## src/rtl/fp_normalize_sp_if.sv

```systemverilog
// fp_normalize_sp_if
//   Handshake and data bundle for the single-precision normalizer.
//   master: producer side (drives the input beat and out_ready).
//   slave : the normalizer (drives in_ready and the output beat).
//   Signals:
//     in_valid/in_ready, in_sign, in_exp[EXP_W], in_mant[MANT_W], in_rm[3]
//     out_valid/out_ready, out_sign, out_rm[3], out_exp_frac[33],
//     out_guard_bits[3], out_overflow, out_tiny
interface fp_normalize_sp_if #(
  parameter int MANT_W = 48,
  parameter int EXP_W  = 10
);
  logic              in_valid;
  logic              in_ready;
  logic              in_sign;
  logic [EXP_W-1:0]  in_exp;
  logic [MANT_W-1:0] in_mant;
  logic [2:0]        in_rm;
  logic              out_valid;
  logic              out_ready;
  logic              out_sign;
  logic [2:0]        out_rm;
  logic [32:0]       out_exp_frac;
  logic [2:0]        out_guard_bits;
  logic              out_overflow;
  logic              out_tiny;

  modport master (
    output in_valid, in_sign, in_exp, in_mant, in_rm, out_ready,
    input  in_ready, out_valid, out_sign, out_rm, out_exp_frac,
           out_guard_bits, out_overflow, out_tiny
  );

  modport slave (
    input  in_valid, in_sign, in_exp, in_mant, in_rm, out_ready,
    output in_ready, out_valid, out_sign, out_rm, out_exp_frac,
           out_guard_bits, out_overflow, out_tiny
  );
endinterface

```

## src/rtl/fp_normalize_sp.sv

```systemverilog
// fp_normalize_sp
//   Two-stage pipelined single-precision normalizer ahead of the rounder.
//   Stage 1 counts leading zeros and forms the normalized exponent; stage 2
//   shifts the mantissa (left for normals, further right for denormals) and
//   registers the pre-round {2'b00, exp, frac} word plus guard/round/sticky.
//   Ports:
//     clk   - clock
//     rst_n - asynchronous active-low reset
//     bus   - fp_normalize_sp_if.slave (valid/ready in, valid/ready out)
module fp_normalize_sp #(
  parameter int MANT_W = 48,
  parameter int EXP_W  = 10
) (
  input  logic                clk,
  input  logic                rst_n,
  fp_normalize_sp_if.slave    bus
);
  localparam int LZ_W = $clog2(MANT_W + 1);
  localparam int NE_W = 12;

  // Stage 1 registers
  logic                   s1_valid_reg;
  logic                   s1_sign_reg;
  logic [2:0]             s1_rm_reg;
  logic [MANT_W-1:0]      s1_mant_reg;
  logic [LZ_W-1:0]        s1_lz_reg;
  logic                   s1_zero_reg;
  logic signed [NE_W-1:0] s1_norm_exp_reg;

  // Stage 2 (output) registers
  logic        s2_valid_reg;
  logic        s2_sign_reg;
  logic [2:0]  s2_rm_reg;
  logic [32:0] s2_exp_frac_reg;
  logic [2:0]  s2_guard_reg;
  logic        s2_overflow_reg;
  logic        s2_tiny_reg;

  logic s1_move;
  logic in_ready;

  assign s1_move  = !s2_valid_reg || bus.out_ready;
  assign in_ready = !s1_valid_reg || s1_move;

  // Leading-zero count: the highest set bit wins, all-zero gives MANT_W.
  logic [LZ_W-1:0] lz_next;
  always_comb begin
    lz_next = LZ_W'(MANT_W);
    for (int i = 0; i < MANT_W; i++) begin
      if (bus.in_mant[i]) lz_next = LZ_W'(MANT_W - 1 - i);
    end
  end

  logic signed [NE_W-1:0] norm_exp_next;
  assign norm_exp_next = $signed({{(NE_W-EXP_W){bus.in_exp[EXP_W-1]}}, bus.in_exp})
                         + NE_W'(1) - NE_W'(lz_next);

  // Stage 2 datapath
  logic [MANT_W-1:0]      m_norm;
  logic signed [NE_W-1:0] sh_full;
  logic [4:0]             sh;
  logic [MANT_W-1:0]      m_den;
  logic                   den_lost;

  assign m_norm   = s1_mant_reg << s1_lz_reg;
  assign sh_full  = NE_W'(1) - s1_norm_exp_reg;
  assign sh       = sh_full[4:0];
  assign m_den    = m_norm >> sh;
  // Bits pushed off the bottom by the denormal shift fold into sticky.
  assign den_lost = |(m_norm & ~({MANT_W{1'b1}} << sh));

  logic [32:0] exp_frac_next;
  logic [2:0]  guard_next;
  logic        overflow_next;
  logic        tiny_next;

  always_comb begin
    exp_frac_next = '0;
    guard_next    = '0;
    overflow_next = 1'b0;
    tiny_next     = 1'b0;
    if (!s1_zero_reg) begin
      if (s1_norm_exp_reg >= NE_W'(255)) begin
        overflow_next = 1'b1;
        exp_frac_next = {2'b00, 8'hFF, 23'h0};
      end else if (s1_norm_exp_reg >= NE_W'(1)) begin
        exp_frac_next = {2'b00, s1_norm_exp_reg[7:0], m_norm[MANT_W-2 -: 23]};
        guard_next    = {m_norm[MANT_W-25], m_norm[MANT_W-26], |m_norm[MANT_W-27:0]};
      end else begin
        tiny_next = 1'b1;
        if (sh_full > NE_W'(26)) begin
          // Everything lands below the round bit: only sticky survives.
          guard_next = 3'b001;
        end else begin
          exp_frac_next = {2'b00, 8'h00, m_den[MANT_W-2 -: 23]};
          guard_next    = {m_den[MANT_W-25], m_den[MANT_W-26],
                           (|m_den[MANT_W-27:0]) | den_lost};
        end
      end
    end
  end

  always_ff @(posedge clk or negedge rst_n) begin
    if (!rst_n) begin
      s1_valid_reg    <= 1'b0;
      s1_sign_reg     <= 1'b0;
      s1_rm_reg       <= '0;
      s1_mant_reg     <= '0;
      s1_lz_reg       <= '0;
      s1_zero_reg     <= 1'b0;
      s1_norm_exp_reg <= '0;
      s2_valid_reg    <= 1'b0;
      s2_sign_reg     <= 1'b0;
      s2_rm_reg       <= '0;
      s2_exp_frac_reg <= '0;
      s2_guard_reg    <= '0;
      s2_overflow_reg <= 1'b0;
      s2_tiny_reg     <= 1'b0;
    end else begin
      if (in_ready) s1_valid_reg <= bus.in_valid;
      if (in_ready && bus.in_valid) begin
        s1_sign_reg     <= bus.in_sign;
        s1_rm_reg       <= bus.in_rm;
        s1_mant_reg     <= bus.in_mant;
        s1_lz_reg       <= lz_next;
        s1_zero_reg     <= (bus.in_mant == '0);
        s1_norm_exp_reg <= norm_exp_next;
      end
      if (s1_move) s2_valid_reg <= s1_valid_reg;
      if (s1_move && s1_valid_reg) begin
        s2_sign_reg     <= s1_sign_reg;
        s2_rm_reg       <= s1_rm_reg;
        s2_exp_frac_reg <= exp_frac_next;
        s2_guard_reg    <= guard_next;
        s2_overflow_reg <= overflow_next;
        s2_tiny_reg     <= tiny_next;
      end
    end
  end

  assign bus.in_ready       = in_ready;
  assign bus.out_valid      = s2_valid_reg;
  assign bus.out_sign       = s2_sign_reg;
  assign bus.out_rm         = s2_rm_reg;
  assign bus.out_exp_frac   = s2_exp_frac_reg;
  assign bus.out_guard_bits = s2_guard_reg;
  assign bus.out_overflow   = s2_overflow_reg;
  assign bus.out_tiny       = s2_tiny_reg;
endmodule
```

## src/flat_wrapper.sv

```systemverilog
// flat-port wrapper written by rule: the top's interface ports become plain ports
module fp_normalize_sp_flat 
#(
  parameter int MANT_W = 48,
  parameter int EXP_W  = 10
)
  (clk, rst_n, bus_in_valid, bus_in_sign, bus_in_exp, bus_in_mant, bus_in_rm, bus_out_ready, bus_in_ready, bus_out_valid, bus_out_sign, bus_out_rm, bus_out_exp_frac, bus_out_guard_bits, bus_out_overflow, bus_out_tiny);
  fp_normalize_sp_if #(.MANT_W(MANT_W), .EXP_W(EXP_W)) bus_i ();
  input  logic clk;
  input  logic rst_n;
  input wire logic [$bits(bus_i.in_valid)-1:0] bus_in_valid;
  input wire logic [$bits(bus_i.in_sign)-1:0] bus_in_sign;
  input wire logic [$bits(bus_i.in_exp)-1:0] bus_in_exp;
  input wire logic [$bits(bus_i.in_mant)-1:0] bus_in_mant;
  input wire logic [$bits(bus_i.in_rm)-1:0] bus_in_rm;
  input wire logic [$bits(bus_i.out_ready)-1:0] bus_out_ready;
  output wire logic [$bits(bus_i.in_ready)-1:0] bus_in_ready;
  output wire logic [$bits(bus_i.out_valid)-1:0] bus_out_valid;
  output wire logic [$bits(bus_i.out_sign)-1:0] bus_out_sign;
  output wire logic [$bits(bus_i.out_rm)-1:0] bus_out_rm;
  output wire logic [$bits(bus_i.out_exp_frac)-1:0] bus_out_exp_frac;
  output wire logic [$bits(bus_i.out_guard_bits)-1:0] bus_out_guard_bits;
  output wire logic [$bits(bus_i.out_overflow)-1:0] bus_out_overflow;
  output wire logic [$bits(bus_i.out_tiny)-1:0] bus_out_tiny;
  assign bus_i.in_valid = bus_in_valid;
  assign bus_i.in_sign = bus_in_sign;
  assign bus_i.in_exp = bus_in_exp;
  assign bus_i.in_mant = bus_in_mant;
  assign bus_i.in_rm = bus_in_rm;
  assign bus_i.out_ready = bus_out_ready;
  assign bus_in_ready = bus_i.in_ready;
  assign bus_out_valid = bus_i.out_valid;
  assign bus_out_sign = bus_i.out_sign;
  assign bus_out_rm = bus_i.out_rm;
  assign bus_out_exp_frac = bus_i.out_exp_frac;
  assign bus_out_guard_bits = bus_i.out_guard_bits;
  assign bus_out_overflow = bus_i.out_overflow;
  assign bus_out_tiny = bus_i.out_tiny;
  fp_normalize_sp #(.MANT_W(MANT_W), .EXP_W(EXP_W)) u_core (.clk(clk), .rst_n(rst_n), .bus(bus_i));
endmodule
```

## config.mk

```make
export PLATFORM = sky130hd
export DESIGN_NAME = fp_normalize_sp_flat
export DESIGN_NICKNAME = d
export VERILOG_FILES = /design/src/rtl/fp_normalize_sp_if.sv /design/src/rtl/fp_normalize_sp.sv /design/src/flat_wrapper.sv
export SDC_FILE = /design/constraint.sdc
export NUM_CORES = 1
export LEC_CHECK = 0
export CAP_MARGIN = 40
export CORE_AREA = 2 2 182 229
export DETAILED_ROUTE_END_ITERATION = 10
export DIE_AREA = 0 0 184 231
export GPL_ROUTABILITY_DRIVEN = 0
export PLACE_DENSITY = 0.45
export SLEW_MARGIN = 10
export SYNTH_ARGS = -nofsm -noshare
export SYNTH_HDL_FRONTEND = slang
export SYNTH_SLANG_ARGS = --single-unit
```

## constraint.sdc

```tcl
create_clock -name clk -period 5.3 [get_ports clk]
set_input_delay 0.795 -clock clk [delete_from_list [all_inputs] [get_ports clk]]
set_output_delay 0.795 -clock clk [all_outputs]
set_load 0.05 [all_outputs]
```

# Yosys cells after proc, flatten, opt, wreduce, memory -nomap -nowiden
# Index checks and enable logic that the tools add are counted.
# totals
latchBits	0
input_bits	66
ff_bits	115
elab_cells	97
mem_bits_rw	0
out_inout_bits	44
mem_count	0
romBits	0
# classes
mux	61
magnitude_cmp	3
n_mul	0
div	0
n_reduce_logical	10
bitwise	3
add_sub_neg	3
eq_ne	0
shifts	3
# ops
op	count
$mux W6	47
$mux W33	3
$and A48 B48 Y48	1
$logic_not A48 Y1	1
$not A48 Y48	1
$reduce_or A48 Y1	1
$shl A48 B5 Y48 const A	1
$shl A48 B6 Y48	1
$shr A48 B5 Y47	1
$reduce_or A22 Y1	2
$mux W23	1
$ge A12 B2 Y1 const B	1
$ge A12 B9 Y1 const B	1
$gt A12 B6 Y1 const B	1
$mux W3	4
$sub A12 B6 Y12	1
$sub A2 B12 Y12 const A	1
$add A10 B2 Y11 const B	1
$mux W1	5
$mux W5	1
$logic_and A1 B1 Y1	2
$logic_not A1 Y1	2
$logic_or A1 B1 Y1	2
$or A1 B1 Y1	1

# Logic depth before layout (Yosys ltp)
# Gate-level depths: netlist of the first run.
# depth
word_depth	49
ltp_mapped	20

# Worst setup path after synthesis of the first run
# No wires, ideal clock.
# synth_timing
kind	input to register
startpoint	input port bus_in_mant[4]
endpoint	register u_core.s1_norm_exp_reg[9]
path_stages	20
setup_slack_ps	1099
required_ps	5217
arrival_time_ps	4118
cell_sequence	nor2_1 o31ai_1 a211oi_1 o31ai_1 a211oi_1 o31ai_1 a211oi_1 o31ai_1 a211oi_1 o211ai_1 nand2_1 ha_1 a21o_1 a21o_1 a21o_1 a21o_1 a211oi_1 nand3_1 xnor2_1 o21ai_0
# synth_via
elab_chain_cells	45
# synth_lines
element	line_no	text
start, declared	flat_wrapper.sv:14	input wire logic [$bits(bus_i.in_mant)-1:0] bus_in_mant;
$mux W6 (44 in series)	fp_normalize_sp.sv:50	if (bus.in_mant[i]) lz_next = LZ_W'(MANT_W - 1 - i);
$sub A12 B6 Y12	fp_normalize_sp.sv:56	+ NE_W'(1) - NE_W'(lz_next);
end signal, assigned	fp_normalize_sp.sv:127	s1_norm_exp_reg <= norm_exp_next;
end, declared	fp_normalize_sp.sv:28	logic signed [NE_W-1:0] s1_norm_exp_reg;
# Every way passes these cells.
# A chain may end at the register's enable or synchronous reset.

# Worst setup path in the final report of the first run
# layout_timing
startpoint	register u_core.s1_lz_reg[1]
endpoint	register u_core.s2_guard_reg[0] (netlist: u_core.bus.out_guard_bits[0])
# layout_via
elab_chain_cells	8
word_cells_on_any_way	11
cone_classes	shift: 2; mux: 4; bitwise: 2; reduce/logical: 3
# layout_lines
element	line_no	text
start, declared	fp_normalize_sp.sv:26	logic [LZ_W-1:0] s1_lz_reg;
start signal, assigned	fp_normalize_sp.sv:125	s1_lz_reg <= lz_next;
$shl A48 B6 Y48 *	fp_normalize_sp.sv:65	assign m_norm = s1_mant_reg << s1_lz_reg;
$shr A48 B5 Y47 or $and A48 B48 Y48 (tied branches)	fp_normalize_sp.sv:68, fp_normalize_sp.sv:70	
$reduce_or A22 Y1 or $reduce_or A48 Y1 (tied branches)	fp_normalize_sp.sv:97, fp_normalize_sp.sv:70	
$or A1 B1 Y1	fp_normalize_sp.sv:97	(|m_den[MANT_W-27:0]) | den_lost};
$mux W3	fp_normalize_sp.sv:91	if (sh_full > NE_W'(26)) begin
$mux W3 *	fp_normalize_sp.sv:86	end else if (s1_norm_exp_reg >= NE_W'(1)) begin
$mux W3 *	fp_normalize_sp.sv:83	if (s1_norm_exp_reg >= NE_W'(255)) begin
$mux W3 *	fp_normalize_sp.sv:82	if (!s1_zero_reg) begin
end signal, assigned	fp_normalize_sp.sv:134	s2_guard_reg <= guard_next;
end, declared	fp_normalize_sp.sv:35	logic [2:0] s2_guard_reg;
# Mark *: on every way between the ends. The rest lies on a longest branch, timed or not.

==> impl_metrics.ini, run 1 <==
[outcome]
status = complete, no violations

[die]
start_util = 0.305
rows = 83
fp.dieW_um = 184
io_pins = 110
die_h_um = 231
dieArea_um2 = 42500
core_region_area_um2 = 40500

[logic_synthesis]
yosysTopAreaCell = dfrtp_1
yosys_most_used_dff = dfrtp_1
synth_commonest_cells = 167 x nand2_1, 136 x nor2_1, 113 x dfrtp_1, 105 x o21ai_0, 73 x a21oi_1
synth_compound_area_frac = 0.285
netlist.area_leader.share = 0.229
yosys.area_share.adder = 0.0138
ys_seq_elements = 113
synth_mux_area_frac = 0.212
yosys_warnings = 0
synth_cell_types = 91
synth_area_um2 = 12400
synth_xor_area_frac = 0.0149
synthTopCellsByArea = dfrtp_1 23%, mux4_2 8.0%, mux2_2 6.3%, mux2i_1 5.6%, nand2_1 5.1%
synth_most_common_cell = nand2_1
synthArstFlopShare = 1.00
ys_seq_area_frac = 0.229
yosys.area_share.simple = 0.192
synth_top_family_by_area = compound AO/OA/AOI/OAI gates
syn_area_per_cell_um2 = 8.31
synth_cells = 1487
synth-edff-count = 0

[final_layout]
num-fill-cells = 4274
nNetsFinal = 1686
ff_latch_area_um2 = 2840
syn_to_final_growth_pct = 21.0
num_antenna_cells = 0
largest_reg_flops = 48
finalNonFillerCells = 2129
layout-drive-gt1-share = 0.180
design_area_um2 = 15000
multi_input_area_um2 = 8900
final_util = 0.369

[power_and_ir_drop]
power_density_nw_per_um2 = 436
p_leak_nw = 5.64
switching_share = 0.502
finalPower_mw = 6.51
seq_power_share = 0.192
ir_worst_vdd_mv = 0.261
p_int_mw = 3.25
power.net_switching_mw = 3.27
p_clk_frac = 0.185
comb_power_share = 0.623

[worst_setup_path]
start_kind = flop
worstSetupPathType = flop to flop
cp_max_fo = 27
timing.rr.start = u_core.s1_lz_reg[1]$_DFFE_PN0P_
cpPeakStageDelay_ns = 0.70
cp_slowest_cell = dfrtp_4
reg2reg_slack_ns = 0.49
rr_worst_depth = 11
cp.required_ns = 5.62
reg2reg_to = u_core.bus.out_guard_bits[0]$_DFFE_PN0P_
crit_path_end_kind = flop
path_cells = buf_12 -> mux2i_1 -> a22oi_1 -> and3_1 -> o31ai_2 -> a32oi_1 -> mux4_2 -> a2111o_1 -> or4_1 -> or3_1 -> o31a_1
crit_arrival_ns = 5.13

[cts]
clk_path_buf_depth = 2
cts.sinks = 113
clkLatencyLatePin_ns = 0.44
ctsRootBufferMaster = clkbuf_16
cts_resized = 0
post_cts_buffers = 0
cts_tree = built
cts_made_buffers = 17
clkTransAtPathRegs_ns = 0.06
cts-htree-levels = 4
cts-hold-fix-buffers = 0

[placement]
place_area_um2 = 14400
portBuffers = 107
dp_hpwl_mm = 45.0
dp_cells = 2098
dpl_worst_slack_ns = 0.0141

[worst_hold_path]
worstHoldPathType = input pin to asynchronous set/reset pin

[timing]
holdWs_ns = 0.373
maxSlewHeadroom = 0.339
rsz0062_at_grt = false
setup_tns_ns = 0
fin_ws_ns = 0.493
setup_viol_count_final = 0
worst_pin_slew_ns = 0.991
max_freq_ghz = 0.208
fin_crit_sh = 0.907
hold_viol = 0
maxSlewViolCount = 0
period_needed_ns = 4.81
fin_skew_ns = 0.0153

[routing]
drt_iter0_drc = 1383
routed_wl_mm = 57.5
drc = 0
ant_nets = 0
num_vias = 13599
avgRoutedWirePerCell_um = 27.0
dr.pass1.iters = 6
vias_per_cell = 6.39

[global_routing]
antenna_found_initial = 1
grt_pass1_wl_mm = 86.7
grt_usage = 0.272
grt_max_degree = 73
overflow = 0
grt_pass1_vias = 13472

[flow_run]
max_cap_viol_count = 0
## cells by family (layout without fill, tap and decap cells)
| kind of cell | count (synthesis) | after routing |
|---|---|---|
| AOI/OAI and AO/OA | 496 | 496 |
| other | 1 | 2 |
| and+or+nand+nor | 509 | 509 |
| DFF | 113 | 113 |
| adders and majority gates | 13 | 13 |
| muxes | 195 | 195 |
| xor gates and xnor gates | 21 | 21 |
| buffers and inverters | 139 | 270 |
## power by group through the flow
stage / clock network (mW) / logic (mW) / registers, mW
2_1_floorplan: 0 / 2.27 / 1.46
3_3_place_gp: 0 / 3.94 / 1.26
3_5_place_dp: 0 / 3.94 / 1.26
4_1_cts: 1.22 / 3.95 / 1.25
5_1_grt: 1.26 / 4.28 / 1.28
6_report: 1.21 / 4.06 / 1.25
## cell type report
| cell class | count | share of cell area |
|---|---|---|
| clock buffers | 21 | 0.0301 |
| clock inverters | 10 | 0.00920 |
| well taps | 510 | 0.0427 |
| inverters | 27 | 0.00678 |
| multi-input cells | 1236 | 0.595 |
| flip-flops and latches | 113 | 0.190 |
| repair buffers | 212 | 0.126 |
## critical path: cells and delay by family, from the launching register on
| kind | cells | cell delay (ns) |
|---|---|---|
| mux | 2 | 0.94 |
| simple gates | 3 | 1.08 |
| buf+inv | 1 | 0.25 |
| flops | 1 | 0.70 |
| compound gates | 5 | 1.66 |
## how the worst max path moves through the flow
stage / from / endpoint / slack [ns]
after floorplan: bus_in_mant[4] / u_core.s1_norm_exp_reg[9]$_DFFE_PN0P_ / 1.10
after global placement: bus_in_mant[1] / u_core.s1_norm_exp_reg[8]$_DFFE_PN0P_ / 0.07
after detailed placement: bus_in_mant[1] / u_core.s1_norm_exp_reg[8]$_DFFE_PN0P_ / 0.01
after CTS: bus_in_mant[1] / u_core.s1_norm_exp_reg[8]$_DFFE_PN0P_ / 0.45
after global routing: bus_in_mant[1] / u_core.s1_norm_exp_reg[8]$_DFFE_PN0P_ / 0.17
final: u_core.s1_lz_reg[1]$_DFFE_PN0P_ / u_core.bus.out_guard_bits[0]$_DFFE_PN0P_ / 0.49
## placed cells by master (no fill, tap or decap), drive strengths merged, types with 11 or more instances in the layout
| cell | count |
|---|---|
| o31ai | 16 |
| mux4 | 44 |
| o22ai | 26 |
| a21oi | 73 |
| nor2 | 136 |
| o21ai | 108 |
| a22oi | 29 |
| nor3 | 41 |
| a31oi | 21 |
| clkbuf | 21 |
| nand3 | 50 |
| clkdlybuf4s50 | 106 |
| a22o | 15 |
| nand2b | 20 |
| ha | 12 |
| mux2i | 70 |
| a221oi | 13 |
| xnor2 | 11 |
| o211ai | 16 |
| o221ai | 12 |
| and2 | 13 |
| a32oi | 18 |
| nand2 | 167 |
| dfrtp | 113 |
| nor2b | 11 |
| or3 | 12 |
| buf | 106 |
| mux2 | 81 |
| a211oi | 27 |
| a21o | 15 |
| nor4 | 18 |
| inv | 24 |
## routing by layer
layer  track usage  share of wire  up-vias
li1              -              -     6019
met1         0.323           0.39     6581
met2         0.450           0.47      758
met3        0.0491          0.066      239
met4         0.179          0.077        2
met5             0        0.00017        -
Note: power is estimated with default switching activity, not from simulation.
==> inputs of run 2 (changes only) <==
Settings changed: PLACE_DENSITY 0.45 to 0.48.
==> impl_metrics.ini, run 2 (synthesis gave the netlist of run 1 again) <==
[final_layout]
syn_to_final_growth_pct = 19.8
final_cell_mix = 165 x nand2_1, 135 x nor2_1, 108 x dfrtp_1, 106 x clkdlybuf4s50_1, 105 x o21ai_0
finalNonFillerCells = 2112
largest_reg_flops = 48
nNetsFinal = 1668
layout-drive-gt1-share = 0.175
design_area_um2 = 14800
layout_commonest_cell = nand2_1
final_util = 0.366
num_antenna_cells = 0

[routing]
wl_met3_mm = 4.40
drt_iter0_drc = 1759
top_layer = met5
ant_nets = 0
num_vias = 13528
vias_per_cell = 6.41
dr_wl_met2_mm = 25.7
routed_wl_mm = 56.1
drc = 0
m1WireLength_mm = 22.1
avgRoutedWirePerCell_um = 26.6
dr.pass1.iters = 7

[worst_setup_path]
crit_path_end_kind = flop
timing.rr.start = u_core.s1_lz_reg[1]$_DFFE_PN0P_
crit_buf_inv = 2
reg2reg_to = u_core.bus.out_guard_bits[0]$_DFFE_PN0P_
cp_slowest_cell = dfrtp_4
crit_top_cell = buf_4
crit_arrival_ns = 5.53
worstSetupPathType = flop to flop
start_kind = flop
cp_max_fo = 39
cp.required_ns = 5.64
rr_worst_depth = 13
crit_family = compound AO/OA/AOI/OAI gates
path_cells = buf_4 -> mux2i_1 -> mux4_2 -> o21ai_1 -> buf_4 -> a31oi_1 -> o211a_1 -> mux2_2 -> nand2_1 -> or4_1 -> a211oi_1 -> nand4_1 -> o31a_1
worstSetupStartpoint = u_core.s1_lz_reg[1]$_DFFE_PN0P_
cpPeakStageDelay_ns = 0.81
worst-path-stages = 13
reg2reg_slack_ns = 0.11

[power_and_ir_drop]
p_int_mw = 3.16
power_density_nw_per_um2 = 434
p_clk_frac = 0.188
seq_power_share = 0.194
finalPower_mw = 6.42
power.net_switching_mw = 3.26
comb_power_share = 0.617
switching_share = 0.507
p_leak_nw = 5.56
ir_worst_vdd_mv = 0.241

[timing]
worst_pin_slew_ns = 1.16
fin_crit_sh = 0.980
holdWs_ns = 0.375
setup_tns_ns = 0
maxSlewViolCount = 0
fin_ws_ns = 0.108
rsz0062_at_grt = false
setup_viol_count_final = 0
period_needed_ns = 5.19
hold_viol = 0
max_freq_ghz = 0.193
maxSlewHeadroom = 0.225
fin_skew_ns = 0.0172

[cts]
post_cts_buffers = 0
cts-htree-levels = 4
cts_resized = 0
cts_made_buffers = 17
ctsRootBufferMaster = clkbuf_16
clkTransAtPathRegs_ns = 0.07
clk_path_buf_depth = 2
cts-hold-fix-buffers = 0
clkLatencyLatePin_ns = 0.45
cts_tree = built
cts.sinks = 113

[placement]
dpl_worst_slack_ns = -0.0263
portBuffers = 107
dp_hpwl_mm = 43.0
dp_cells = 2079
place_area_um2 = 14200

[global_routing]
antenna_found_initial = 1
grt_pass1_vias = 13187
grt_max_degree = 61
grt_usage = 0.264
overflow = 0
grt_pass1_wl_mm = 84.6

[die]
start_util = 0.305
dieArea_um2 = 42500
fp.dieW_um = 184
io_pins = 110
die_h_um = 231
core_region_area_um2 = 40500
rows = 83

[outcome]
status = complete, no violations

[flow_run]
max_cap_viol_count = 0

[worst_hold_path]
worstHoldPathType = input pin to asynchronous set/reset pin
-- run 2: cell count changes in the layout (fill, tap and decap cells not counted), sizes merged --
cell    delta
bufinv     -1
clkinv     +2
buf       -18
inv        +3
clkbuf     -3
-- run 2: final cells by class --
type	instances	area [µm²]
clock buffer	18	439
multi-input combinational	1236	8900
timing repair buffer	194	1750
inverter	27	101
sequential	113	2840
tap	510	638
clock inverter	14	155
fill	4232	25700
-- run 2: routing by layer --
layer  global-route usage  up-vias
met5                    0        -
li1                     -     5992
met2                0.423      738
met3               0.0612      228
met1                0.321     6568
met4                0.162        2
-- run 2: worst max path at each step --
stage,to,slack (ns)
2_1_floorplan,u_core.s1_norm_exp_reg[9]$_DFFE_PN0P_,1.10
3_3_place_gp,u_core.s1_norm_exp_reg[9]$_DFFE_PN0P_,0.03
3_5_place_dp,u_core.s1_norm_exp_reg[9]$_DFFE_PN0P_,-0.03
4_1_cts,u_core.s1_norm_exp_reg[9]$_DFFE_PN0P_,0.41
5_1_grt,u_core.bus.out_guard_bits[1]$_DFFE_PN0P_,0.07
6_report,u_core.bus.out_guard_bits[0]$_DFFE_PN0P_,0.11
-- run 2: worst register-to-register path, stage by stage, from the launching register on --
cell	delay (ns)
dfrtp_4	0.81
buf_4	0.31
mux2i_1	0.51
mux4_2	0.37
o21ai_1	0.18
buf_4	0.27
a31oi_1	0.60
o211a_1	0.40
mux2_2	0.20
nand2_1	0.04
or4_1	0.55
a211oi_1	0.42
nand4_1	0.16
o31a_1	0.27
-- run 2: power by group through the flow --
stage / clock (mW) / sequential, mW / combinational [mW]
global route: 1.27 / 1.28 / 4.18
detailed placement: 0 / 1.26 / 3.82
finish: 1.21 / 1.25 / 3.97
floorplan: 0 / 1.46 / 2.27
global placement: 0 / 1.26 / 3.83
CTS: 1.22 / 1.25 / 3.84
